[src/rtl/mdu_ctrl_if.sv]
// Handshake and data bundle between the execute stage and the multiply/divide unit.
interface mdu_ctrl_if #(
    parameter int XLEN = 32
);
    logic            StartE;
    logic [2:0]      funct3E;
    logic [XLEN-1:0] SrcAE;
    logic [XLEN-1:0] SrcBE;
    logic            FlushE;
    logic            StallE;
    logic            DoneE;
    logic [XLEN-1:0] ResultE;

    modport master (
        output StartE, funct3E, SrcAE, SrcBE, FlushE,
        input  StallE, DoneE, ResultE
    );

    modport slave (
        input  StartE, funct3E, SrcAE, SrcBE, FlushE,
        output StallE, DoneE, ResultE
    );
endinterface

[src/rtl/mdu_ctrl.sv]
// Iterative RV32M multiply/divide unit: one shift-add or restoring-division step per cycle.
// Corner cases (divide by zero, signed overflow, unsupported funct3) complete without iterating.
module mdu_ctrl #(
    parameter int XLEN = 32
) (
    input  logic        clk,
    input  logic        rst,
    mdu_ctrl_if.slave   bus
);
    typedef enum logic [1:0] {IDLE, CALC, DONE} state_t;

    localparam logic [XLEN-1:0] MinInt = {1'b1, {(XLEN-1){1'b0}}};
    localparam logic [XLEN-1:0] AllOnes = {XLEN{1'b1}};
    localparam logic [5:0] LastStep = 6'(XLEN - 1);

    state_t          state, stateNext;
    logic [5:0]      count;
    logic [XLEN-1:0] opA, opB, acc;
    logic            isMul, isRem, negQ, negR;

    logic            accept, isSigned, isDivOp, unsupported, divZero, overflow, quick;
    logic [XLEN-1:0] quickResult, magA, magB;
    logic [XLEN-1:0] mulAcc, remNext, quoNext, finalResult;
    logic [XLEN:0]   remShift;
    logic            fits;

    always_comb begin
        accept      = (state == IDLE) && bus.StartE && !bus.FlushE;
        isSigned    = (bus.funct3E == 3'b100) || (bus.funct3E == 3'b110);
        isDivOp     = bus.funct3E[2];
        unsupported = !bus.funct3E[2] && (bus.funct3E != 3'b000);
        divZero     = isDivOp && (bus.SrcBE == '0);
        overflow    = isSigned && (bus.SrcAE == MinInt) && (bus.SrcBE == AllOnes);
        quick       = unsupported || divZero || overflow;
        quickResult = '0;
        if (divZero)
            quickResult = bus.funct3E[1] ? bus.SrcAE : AllOnes;
        else if (overflow)
            quickResult = bus.funct3E[1] ? '0 : MinInt;
        magA = (isSigned && bus.SrcAE[XLEN-1]) ? -bus.SrcAE : bus.SrcAE;
        magB = (isSigned && bus.SrcBE[XLEN-1]) ? -bus.SrcBE : bus.SrcBE;
    end

    // opA doubles as the multiplicand and the dividend/quotient shift register; acc holds product or remainder.
    always_comb begin
        mulAcc   = acc + (opB[0] ? opA : '0);
        remShift = {acc, opA[XLEN-1]};
        fits     = (remShift >= {1'b0, opB});
        remNext  = fits ? (remShift[XLEN-1:0] - opB) : remShift[XLEN-1:0];
        quoNext  = {opA[XLEN-2:0], fits};
        if (isMul)
            finalResult = mulAcc;
        else if (isRem)
            finalResult = negR ? -remNext : remNext;
        else
            finalResult = negQ ? -quoNext : quoNext;
    end

    always_comb begin
        stateNext = state;
        case (state)
            IDLE: if (accept) stateNext = quick ? DONE : CALC;
            CALC: begin
                if (bus.FlushE)
                    stateNext = IDLE;
                else if (count == LastStep)
                    stateNext = DONE;
            end
            DONE: stateNext = IDLE;
            default: stateNext = IDLE;
        endcase
    end

    always_ff @(posedge clk or posedge rst) begin
        if (rst)
            state <= IDLE;
        else
            state <= stateNext;
    end

    always_ff @(posedge clk or posedge rst) begin
        if (rst) begin
            count       <= '0;
            opA         <= '0;
            opB         <= '0;
            acc         <= '0;
            isMul       <= 1'b0;
            isRem       <= 1'b0;
            negQ        <= 1'b0;
            negR        <= 1'b0;
            bus.ResultE <= '0;
        end else if (accept) begin
            count <= '0;
            acc   <= '0;
            isMul <= (bus.funct3E == 3'b000);
            isRem <= bus.funct3E[1];
            negQ  <= isSigned && (bus.SrcAE[XLEN-1] ^ bus.SrcBE[XLEN-1]);
            negR  <= isSigned && bus.SrcAE[XLEN-1];
            opA   <= (bus.funct3E == 3'b000) ? bus.SrcAE : magA;
            opB   <= (bus.funct3E == 3'b000) ? bus.SrcBE : magB;
            if (quick)
                bus.ResultE <= quickResult;
        end else if (state == CALC && !bus.FlushE) begin
            if (count != 6'(XLEN))
                count <= count + 6'd1;
            if (isMul) begin
                acc <= mulAcc;
                opA <= opA << 1;
                opB <= opB >> 1;
            end else begin
                acc <= remNext;
                opA <= quoNext;
            end
            if (count == LastStep)
                bus.ResultE <= finalResult;
        end
    end

    // Stall is withheld during reset so a held StartE cannot freeze the pipeline.
    assign bus.StallE = !rst && ((state == CALC) || accept);
    assign bus.DoneE  = (state == DONE);
endmodule

[src/flat_wrapper.sv]
// flat-port wrapper written by rule: the top's interface ports become plain ports
module mdu_ctrl_flat 
#(
    parameter int XLEN = 32
)
  (clk, rst, bus_StartE, bus_funct3E, bus_SrcAE, bus_SrcBE, bus_FlushE, bus_StallE, bus_DoneE, bus_ResultE);
  mdu_ctrl_if #(.XLEN(XLEN)) bus_i ();
  input  logic clk;
  input  logic rst;
  input wire logic [$bits(bus_i.StartE)-1:0] bus_StartE;
  input wire logic [$bits(bus_i.funct3E)-1:0] bus_funct3E;
  input wire logic [$bits(bus_i.SrcAE)-1:0] bus_SrcAE;
  input wire logic [$bits(bus_i.SrcBE)-1:0] bus_SrcBE;
  input wire logic [$bits(bus_i.FlushE)-1:0] bus_FlushE;
  output wire logic [$bits(bus_i.StallE)-1:0] bus_StallE;
  output wire logic [$bits(bus_i.DoneE)-1:0] bus_DoneE;
  output wire logic [$bits(bus_i.ResultE)-1:0] bus_ResultE;
  assign bus_i.StartE = bus_StartE;
  assign bus_i.funct3E = bus_funct3E;
  assign bus_i.SrcAE = bus_SrcAE;
  assign bus_i.SrcBE = bus_SrcBE;
  assign bus_i.FlushE = bus_FlushE;
  assign bus_StallE = bus_i.StallE;
  assign bus_DoneE = bus_i.DoneE;
  assign bus_ResultE = bus_i.ResultE;
  mdu_ctrl #(.XLEN(XLEN)) u_core (.clk(clk), .rst(rst), .bus(bus_i));
endmodule
[config.mk]
export PLATFORM = sky130hd
export DESIGN_NAME = mdu_ctrl_flat
export DESIGN_NICKNAME = d
export VERILOG_FILES = /design/src/rtl/mdu_ctrl_if.sv /design/src/rtl/mdu_ctrl.sv /design/src/flat_wrapper.sv
export SDC_FILE = /design/constraint.sdc
export NUM_CORES = 1
export LEC_CHECK = 0
export BUFFER_PORTS_ARGS = -buffer_cell sky130_fd_sc_hd__buf_2
export CAP_MARGIN = 20
export CORE_MARGIN = 2
export CORE_UTILIZATION = 41
export DETAILED_ROUTE_END_ITERATION = 10
export MAX_ROUTING_LAYER = met4
export PLACE_DENSITY_LB_ADDON = 0.1
export SYNTH_ARGS = -nofsm -noshare
export SYNTH_HDL_FRONTEND = slang
export SYNTH_SLANG_ARGS = --single-unit
[constraint.sdc]
create_clock -name clk -period 12.75 [get_ports clk]
set_clock_uncertainty 0.15 [all_clocks]
set_input_delay 1.275 -clock clk [delete_from_list [all_inputs] [get_ports clk]]
set_output_delay 1.275 -clock clk [all_outputs]
set_load 0.02 [all_outputs]
==> results of run 1 <==
[cells in the mapped netlist, types with 11 or more instances]
library cell,number,area share
a211oi_1,11,0.0058
clkbuf_1,89,0.023
nand2b_1,21,0.0092
mux2i_1,25,0.017
and3_1,15,0.0065
o21ai_0,171,0.060
nand2_1,284,0.074
a221oi_1,12,0.0073
nor4_1,14,0.0061
nor3_1,41,0.014
and2_1,42,0.018
xor2_1,64,0.039
a21o_1,27,0.014
or4_1,17,0.0089
inv_1,74,0.019
buf_2,16,0.0056
ha_1,71,0.062
o211ai_1,23,0.012
o31ai_1,33,0.017
nand4_1,30,0.013
dfrtp_1,140,0.24
nor2b_1,13,0.0057
a22o_1,12,0.0073
or3_1,22,0.0096
o41ai_1,14,0.0086
nand3_1,36,0.013
a31oi_1,62,0.027
a21oi_1,165,0.058
nor2_1,182,0.048
xnor2_1,91,0.056
[logic make-up (layout without fill, tap and decap cells)]
logic type,Yosys count,count (layout)
xor gates and xnor gates,156,156
DFF,140,140
AOI/OAI and AO/OA,626,626
buffers and inverters,193,236
and+or+nand+nor,748,748
adders and majority gates,73,73
muxes,28,28
[layer usage]
| metal | wire length, um | track usage | part of all wire |
|---|---|---|---|
| met3 | 2052 | 0.03580 | 0.042 |
| met1 | 22820 | 0.3733 | 0.46 |
| met4 | 1413 | 0.09034 | 0.029 |
| met5 | 0 | - | 0 |
| met2 | 22890 | 0.4412 | 0.47 |
[flip-flops by register name (all words and copies together), names as in the netlist]
register / count
u_core.acc: 32
u_core.bus.ResultE: 32
u_core.opA: 32
u_core.opB: 32
u_core.count: 6
u_core.state: 2
u_core.isMul: 1
u_core.isRem: 1
u_core.negQ: 1
u_core.negR: 1
[power breakdown]
part           leakage, nW  internal (W)  switching (W)
clock                0.280      0.000294       0.000225
sequential            1.75      0.000616       0.000238
combinational         4.72       0.00131        0.00223
total                 6.75       0.00222        0.00269
[worst register-to-register path, stage by stage (launching register included)]
cell and delay, ns:
dfrtp_1 0.47, ha_1 0.49, and3_1 0.28, and4_1 0.31
a31oi_1 0.15, o2111a_1 0.32, o21ai_4 0.07, buf_4 0.55
inv_1 0.16, mux2_2 0.32, inv_1 0.06, ha_1 0.16
inv_1 0.08, nor3_1 0.18, mux2i_1 0.22, nor3_1 0.54
inv_1 0.18, o31ai_1 0.29, xnor2_1 0.13, a221oi_1 0.32
o31ai_1 0.10
[per-stage QoR]
stage	util	area, sq um	hold slack (ns)
6_report	0.4576	15770	0.3205
5_1_grt	0.4576	15770	0.3548
4_1_cts	0.4570	15750	0.3257
3_5_place_dp	0.4401	15160	0.3122
3_3_place_gp	0.4398	15150	0.3084
2_1_floorplan	-	14340	0.2998
[how the worst min path moves through the flow]
stage                    from              to  slack, ns  depth (start not counted)
2_1_floorplan  u_core.opB[11]  u_core.opB[11]       0.30                          2
3_3_place_gp      u_core.negQ     u_core.negQ       0.31                          2
3_5_place_dp      u_core.negQ     u_core.negQ       0.31                          2
4_1_cts           u_core.negQ     u_core.negQ       0.33                          2
5_1_grt        u_core.opB[18]  u_core.opB[18]       0.35                          2
6_report          u_core.negQ     u_core.negQ       0.32                          2
[final cells by class]
| cell class | count | area, sq um | area share |
|---|---|---|---|
| multi-input cells | 1631 | 10110 | 0.6410 |
| flip-flops and latches | 140 | 3505 | 0.2222 |
| repair buffers | 127 | 709.4 | 0.04499 |
| well taps | 455 | 569.3 | 0.03610 |
| clock buffers | 19 | 442.9 | 0.02809 |
| inverters | 77 | 294.0 | 0.01865 |
| clock inverters | 13 | 141.4 | 0.008966 |
==> flow_summary.yaml, run 1 <==
detailed_routing:
  drc: 0
  wl_mm: 49.18
  drt_iter0_markers: 1119
  dr_total_vias: 14679
  wl_per_cell_um: 19.98
  viasPerCell: 5.962
  dr.pass1.iters: 5
  ant_nets: 0
global_routing:
  grt_pass1_wl_mm: 78.29
  grt.total_usage: 0.2804
  grt_max_degree: 74
  antenna_found_initial: 0
  grt_pass1_vias: 13990
  overflow: 0
placement:
  place_ws_ns: 7.160
  dpl.cell_count: 2429
  gp_congestion: 0.9268
  port_buffers: 104
  post-dp-hpwl_mm: 36.92
yosys:
  yosys_warnings: 0
  synthSimpleGateAreaFrac: 0.2441
  synth_edf_count: 0
  synthMuxAreaShare: 0.01981
  synthFlopType: "dfrtp_1"
  synth.net_count: 2108
  synth-compound-area-share: 0.2779
  ys_types: 84
  synth.avg_cell_area_sq_um: 7.300
  synth_area_sq_mm: 0.01434
  ys_ff_latch: 140
  async_flop_share: 1.000
  yosys.area_share.adder: 0.06476
  seq_area_frac_synth: 0.2444
  synth_cells: 1964
  synth_xor_area_frac: 0.09583
  synth_top_family_by_area: "compound AO/OA/AOI/OAI gates"
worst_setup_path:
  cp-end-kind: "flop"
  cp_slowest_cell: "buf_4"
  cp_max_fo: 57
  cpPeakStageDelay_ns: 0.55
  cp_common_cell: "inv_1"
  path_buf_inv: 5
  worst_r2r_startpoint: "u_core.acc[9]"
  critical_path.startpoint_type: "flop"
  cp-endpoint: "u_core.bus.ResultE[24]"
  ff2ff_setup_slack_ns: 7.10
  path_cells: "ha_1 -> and3_1 -> and4_1 -> a31oi_1 -> o2111a_1 -> o21ai_4 -> buf_4 -> inv_1 -> mux2_2 -> inv_1 -> ha_1 -> inv_1 -> nor3_1 -> mux2i_1 -> nor3_1 -> inv_1 -> o31ai_1 -> xnor2_1 -> a221oi_1 -> o31ai_1"
  cp.depth: 20
  critPathArrivalTime_ns: 5.83
  crit_family: "simple AND/OR/NAND/NOR gates"
  rr_worst_depth: 20
  critPathLaunch: "u_core.acc[9]"
  required_ns: 12.92
  worstSetupPathType: "flop to flop"
  r2r_end: "u_core.bus.ResultE[24]"
power_and_ir_drop:
  total_power_w: 0.004912
  p_leak_nw: 6.752
  ir_worst_vdd_mv: 0.2038
  power_density_mw_per_mm2: 311.5
timing:
  final_max_slew_viol_count: 0
  worst_slack_ns: 7.095
  fin_crit_sh: 0.4435
  worst_pin_slew_ns: 1.007
  fin_crit_ns: 5.655
  final.setup.tns_ns: 0
  rsz0062_at_grt: "no"
  slew_headroom: 0.3286
  hold_viol: 0
  setup_viol: 0
  timing.fmax_mhz: 176.8
floorplan:
  coreArea_sq_mm: 0.03446
  start_util: 0.4160
  ios: 105
  die_w_um: 191.0
  row_count: 68
  die_area_sq_mm: 0.03648
  die_h_um: 191.0
cts:
  clk_latency_ns: 0.45
  cts_resized: 0
  clk_pin_slew_ns: 0.06
  post-cts-setup-buffer-count: 0
  cts_buffers: 17
  cts.path.max_buffers: 2
  cts_tree: "built"
  htreeDepth: 4
  cts.sinks: 140
  root_buffer: "clkbuf_16"
  cts_hold_buf: 0
cells_and_area:
  drive_above_1_share: 0.09865
  area_growth_pct: 9.993
  fillers: 3609
  final_cell_mix: "nand2_1, nor2_1, o21ai_0"
  fin_nets: 2138
  layout_commonest_cell: "nand2_1"
  stdcell_count: 2462
  antenna_cells_inserted: 0
min_path:
  hold_class: "flop to flop"
job:
  cap_viol_max_count: 0
outcome:
  status: "finished, final reports clean"
Note: power is estimated with default switching activity, not from simulation.
==> run 2: changes to the inputs <==
==> constraint.sdc (replaced) <==
create_clock -name clk -period 4.8 [get_ports clk]
set_clock_uncertainty 0.15 [all_clocks]
set_input_delay 0.48 -clock clk [delete_from_list [all_inputs] [get_ports clk]]
set_output_delay 0.48 -clock clk [all_outputs]
set_load 0.02 [all_outputs]
==> run 2 against run 1 <==
Sequential power rose to 2.5 times the previous value. Register-to-register slack worse by 6.8 ns. Clock power rose to 2.8 times the previous value. Hold slack worse by 0.34 ns. Setup slack worse by 6.8 ns. The run now ends with hold timing left. Global-route usage up 1.8 points. Design area up 3.8%. First-iteration DRC count up 1.6%. Via count up 2.3%. Sequential cell count unchanged. Largest cell class unchanged.
==> flow_summary.yaml, run 2 (synthesis gave the netlist of run 1 again) <==
global_routing:
  grt_pass1_vias: 14359
  overflow: 0
  grt.total_usage: 0.2989
  antenna_found_initial: 2
  grt_max_degree: 86
  grt_pass1_wl_mm: 81.78
worst_setup_path:
  r2r_end: "u_core.bus.ResultE[26]"
  crit_family: "compound AO/OA/AOI/OAI gates"
  worstSetupPathType: "flop to flop"
  required_ns: 5.02
  rr_worst_depth: 19
  cp-end-kind: "flop"
  ff2ff_setup_slack_ns: 0.27
  cp_slowest_cell: "dfrtp_2"
  cp_common_cell: "inv_1"
  worst_r2r_startpoint: "u_core.acc[3]"
  path_cells: "ha_2 -> a21o_1 -> a31oi_4 -> a211o_1 -> and3_1 -> o21ai_4 -> inv_1 -> mux2_2 -> inv_1 -> ha_1 -> inv_1 -> nor3_1 -> mux2i_2 -> o21ai_1 -> nand3_1 -> o31ai_1 -> xor2_1 -> nand2_1 -> a31oi_1"
  path_buf_inv: 3
  critPathArrivalTime_ns: 4.75
  cpPeakStageDelay_ns: 0.46
  cp_max_fo: 6
  critical_path.startpoint_type: "flop"
cells_and_area:
  antenna_cells_inserted: 0
  final_cell_mix: "nand2_1, nor2_1, o21ai_0"
  fin_nets: 2201
  stdcell_count: 2524
  layout_commonest_cell: "nand2_1"
  area_growth_pct: 14.21
  final_util: 0.4752
  drive_above_1_share: 0.1421
cts:
  htreeDepth: 4
  cts.sinks: 140
  cts_buffers: 17
  clk_latency_ns: 0.46
  clk_pin_slew_ns: 0.07
  cts.path.max_buffers: 2
  root_buffer: "clkbuf_16"
  cts_hold_buf: 0
  cts_tree: "built"
detailed_routing:
  wl_mm: 52.66
  ant_nets: 0
  wl_per_cell_um: 20.86
  drc: 0
  viasPerCell: 5.947
  dr.pass1.iters: 5
  drt_iter0_markers: 1137
  dr_total_vias: 15011
power_and_ir_drop:
  total_power_w: 0.01410
  power_density_mw_per_mm2: 861.1
  ir_worst_vdd_mv: 0.5498
  p_leak_nw: 7.069
timing:
  hold_viol: 12
  fin_crit_sh: 0.9440
  slew_headroom: 0.2675
  fin_crit_ns: 4.531
  timing.hold.ws_ns: -0.01454
  timing.fmax_mhz: 220.7
  final_max_slew_viol_count: 0
  setup_viol: 0
  worst_pin_slew_ns: 1.096
floorplan:
  die_area_sq_mm: 0.03648
  coreArea_sq_mm: 0.03446
  die_w_um: 191.0
  start_util: 0.4160
  die_h_um: 191.0
  row_count: 68
  ios: 105
placement:
  port_buffers: 104
  dpl.cell_count: 2490
  post-dp-hpwl_mm: 39.90
  gp_congestion: 0.9339
job:
  cap_viol_max_count: 0
outcome:
  status: "complete, but fails checks"
  violations: "hold timing"
min_path:
  hold_class: "input port to asynchronous set/reset pin"
[run 2: per-stage QoR]
step           cell area, sq um  setup TNS, ns  hold slack (ns)  worst slack [ns]
6_report                  16370              0         -0.01454            0.2686
5_1_grt                   16370      -0.004330          0.02885         -0.004330
4_1_cts                   16240              0          0.01263           0.05233
3_5_place_dp              15620        -0.3543           0.3205           -0.1005
3_3_place_gp              15620        -0.4995           0.3110           -0.1550
2_1_floorplan             14340              0           0.2998          0.007284
[run 2: area by class of cell]
type	instances	area, sq um
Tap cell	455	569.3
Multi-Input combinational cell	1631	10230
Clock inverter	11	141.4
Clock buffer	20	466.7
Sequential cell	140	3507
Timing Repair Buffer	190	1166
Inverter	77	294.0
Fill cell	3527	18080
[run 2: worst max-delay path by stage]
stage	from	end	slack [ns]	depth (start not counted)
global route	u_core.opB[8]	u_core.bus.ResultE[28]	-0.004	21
CTS	u_core.acc[17]	u_core.bus.ResultE[26]	0.05	19
global placement	u_core.acc[19]	u_core.bus.ResultE[28]	-0.16	20
detailed placement	u_core.acc[19]	u_core.bus.ResultE[28]	-0.10	20
floorplan	u_core.acc[0]	u_core.bus.ResultE[24]	0.007	22
finish	u_core.acc[3]	u_core.bus.ResultE[26]	0.27	19
[run 2: worst reg2reg max path: stages (launching register included)]
cell and delay [ns]:
dfrtp_2 0.46, ha_2 0.43, a21o_1 0.23, a31oi_4 0.08, a211o_1 0.32, and3_1 0.24
o21ai_4 0.19, inv_1 0.09, mux2_2 0.30, inv_1 0.06, ha_1 0.16, inv_1 0.07
nor3_1 0.23, mux2i_2 0.17, o21ai_1 0.21, nand3_1 0.19, o31ai_1 0.29, xor2_1 0.26
nand2_1 0.11, a31oi_1 0.21
[run 2: power by group]
group | leakage [nW] | switching [W] | total [W] | internal [W]
sequential | 1.75 | 0.000533 | 0.00217 | 0.00164
clock | 0.294 | 0.000593 | 0.00145 | 0.000854
combinational | 5.03 | 0.00642 | 0.0105 | 0.00407
[run 2: layer usage]
| metal | GRT usage | part of all wire | up-vias |
|---|---|---|---|
| met4 | 0.1127 | 0.036 | 0 |
| met2 | 0.4692 | 0.46 | 470 |
| li1 | - | - | 7267 |
| met1 | 0.3870 | 0.45 | 7178 |
| met5 | - | 0 | - |
| met3 | 0.04681 | 0.054 | 96 |
[run 2: timing repair]
item	4_1_cts	5_1_grt
setup buffers	0	3
setup endpoints to repair	7	19
gates resized for setup	3	36
pin swaps	0	3
==> run 3: changes to the inputs <==
--- a/config.mk
+++ b/config.mk
@@ -7,7 +7,6 @@
 export LEC_CHECK = 0
 export BUFFER_PORTS_ARGS = -buffer_cell sky130_fd_sc_hd__buf_2
 export CAP_MARGIN = 20
-export CORE_MARGIN = 2
 export CORE_UTILIZATION = 41
 export DETAILED_ROUTE_END_ITERATION = 10
 export MAX_ROUTING_LAYER = met4
==> constraint.sdc (replaced) <==
create_clock -name clk -period 4.8 [get_ports clk]
set_clock_uncertainty 0.15 [all_clocks]
set_input_delay 0.48 -clock clk [delete_from_list [all_inputs] [get_ports clk]]
set_output_delay 0.48 -clock clk [all_outputs]
set_load 0.05 [all_outputs]
==> run 3 against run 2 <==
The run now ends clean. Critical path depth is 1 higher. Power increased by 0.81%. Design area shrank 0.86%. Routed wire length fell by 0.57%. Sequential share of layout area up 0.17 points. Highest routed layer unchanged. Maximum frequency decreased by 1.3%. Cell count is 0.40% lower. Sequential power hardly changed. Global-route usage is 0.41 points higher. Register-to-register slack lost 0.06 ns. Die area shrank 2.1%. Hold slack better by 0.064 ns.
==> flow_summary.yaml, run 3 (synthesis gave the netlist of run 1 again) <==
cells_and_area:
  area_growth_pct: 13.22
  stdcell_count: 2514
  antenna_cells_inserted: 0
  finalInstanceArea_sq_mm: 0.01623
  final_cell_mix: "nand2_1, nor2_1, o21ai_0"
  drive_above_1_share: 0.1311
  layout_commonest_cell: "nand2_1"
  fin_nets: 2192
  fillers: 3629
worst_setup_path:
  ff2ff_setup_slack_ns: 0.21
  path_cells: "ha_2 -> a21o_1 -> a31oi_4 -> a211o_1 -> and3_1 -> o21ai_4 -> inv_1 -> mux2_2 -> inv_1 -> ha_1 -> inv_1 -> nor3_1 -> mux2i_2 -> nor3_2 -> buf_4 -> inv_1 -> o31ai_1 -> xnor2_1 -> a221oi_1 -> o31ai_1"
  worst_r2r_startpoint: "u_core.acc[3]"
  worstSetupPathType: "flop to flop"
  cp-end-kind: "flop"
  cp_max_fo: 6
  cp_slowest_cell: "dfrtp_1"
  critical_path.startpoint_type: "flop"
  rr_worst_depth: 20
  path_buf_inv: 5
  cp_common_cell: "inv_1"
  required_ns: 4.96
  critPathArrivalTime_ns: 4.74
  r2r_end: "u_core.bus.ResultE[24]"
  crit_family: "compound AO/OA/AOI/OAI gates"
  cpPeakStageDelay_ns: 0.46
global_routing:
  grt_pass1_wl_mm: 81.87
  grt_max_degree: 130
  met2_usage: 0.4786
  overflow: 0
  met1_usage: 0.4055
  grt_pass1_vias: 14178
  antenna_found_initial: 1
  use_met3: 0.03207
  grt.busiest_layer: "met2"
  grt.total_usage: 0.3030
timing:
  timing.hold.ws_ns: 0.04908
  fin_crit_ns: 4.589
  worst_pin_slew_ns: 1.114
  fin_crit_sh: 0.9561
  hold_viol: 0
  timing.fmax_mhz: 217.9
  slew_headroom: 0.2557
  final_max_slew_viol_count: 0
  setup_viol: 0
floorplan:
  die_h_um: 189.0
  die_area_sq_mm: 0.03572
  ios: 105
  coreArea_sq_mm: 0.03446
  start_util: 0.4160
  die_w_um: 189.0
  row_count: 68
cts:
  htreeDepth: 4
  cts.sinks: 140
  cts_tree: "built"
  post-cts-setup-buffer-count: 0
  cts_resized: 0
  root_buffer: "clkbuf_16"
  cts_buffers: 17
  cts_hold_buf: 0
  cts.path.max_buffers: 2
  clk_latency_ns: 0.46
  clk_pin_slew_ns: 0.06
placement:
  gp_congestion: 0.9664
  dpl_cell_area_sq_mm: 0.01559
  dpl.cell_count: 2484
  port_buffers: 104
  post-dp-hpwl_mm: 39.73
power_and_ir_drop:
  ir_worst_vdd_mv: 0.4512
  power_density_mw_per_mm2: 875.6
  p_leak_nw: 7.004
job:
  cap_viol_max_count: 0
detailed_routing:
  dr.pass1.iters: 5
  wl_mm: 52.36
  dr_total_vias: 15059
  drt_iter0_markers: 1150
  drc: 0
  viasPerCell: 5.990
  ant_nets: 0
  wl_per_cell_um: 20.83
min_path:
  hold_class: "input port to asynchronous set/reset pin"
outcome:
  status: "finished, final reports clean"
-- run 3: routing by layer --
layer / share of wire / up-vias / wire length, um
met1: 0.46 / 7334 / 24270
li1: - / 7254 / -
met5: 0 / - / 0
met2: 0.47 / 406 / 24570
met4: 0.026 / 0 / 1369
met3: 0.041 / 65 / 2151
-- run 3: final cells by class --
cell class / count / area [sq um] / area share
Timing Repair Buffer: 181 / 1111 / 0.06845
Tap cell: 455 / 569.3 / 0.03507
Inverter: 77 / 294.0 / 0.01811
Sequential cell: 140 / 3505 / 0.2159
Clock inverter: 6 / 62.56 / 0.003854
Clock buffer: 24 / 491.7 / 0.03029
Multi-Input combinational cell: 1631 / 10200 / 0.6283
-- run 3: power by group --
part	total (W)	internal, W	switching, W
Sequential	0.00219	0.00164	0.000551
Combinational	0.0107	0.00399	0.00671
Clock	0.00132	0.000760	0.000563
Total	0.0142	0.00639	0.00783
-- run 3: worst max-delay path by stage --
| stage | start | end | slack, ns | cells after the start |
|---|---|---|---|---|
| global route | u_core.opB[20] | u_core.bus.ResultE[24] | -0.007 | 21 |
| CTS | u_core.acc[25] | u_core.bus.ResultE[24] | 0.05 | 21 |
| global placement | u_core.opB[6] | u_core.bus.ResultE[26] | 0.20 | 17 |
| floorplan | u_core.acc[0] | u_core.bus.ResultE[24] | 0.007 | 22 |
| finish | u_core.acc[3] | u_core.bus.ResultE[24] | 0.21 | 20 |
| detailed placement | u_core.acc[25] | u_core.bus.ResultE[24] | 0.08 | 21 |
-- run 3: metrics by stage --
stage	util	setup slack [ns]	setup TNS, ns	total power (W)
2_1_floorplan	-	0.007284	0	0.009465
3_3_place_gp	0.4523	0.2040	0	0.01259
3_5_place_dp	0.4523	0.08473	0	0.01261
4_1_cts	0.4684	0.04686	0	0.01399
5_1_grt	0.4711	-0.007268	-0.007268	0.01538
6_report	0.4711	0.2106	0	0.01421
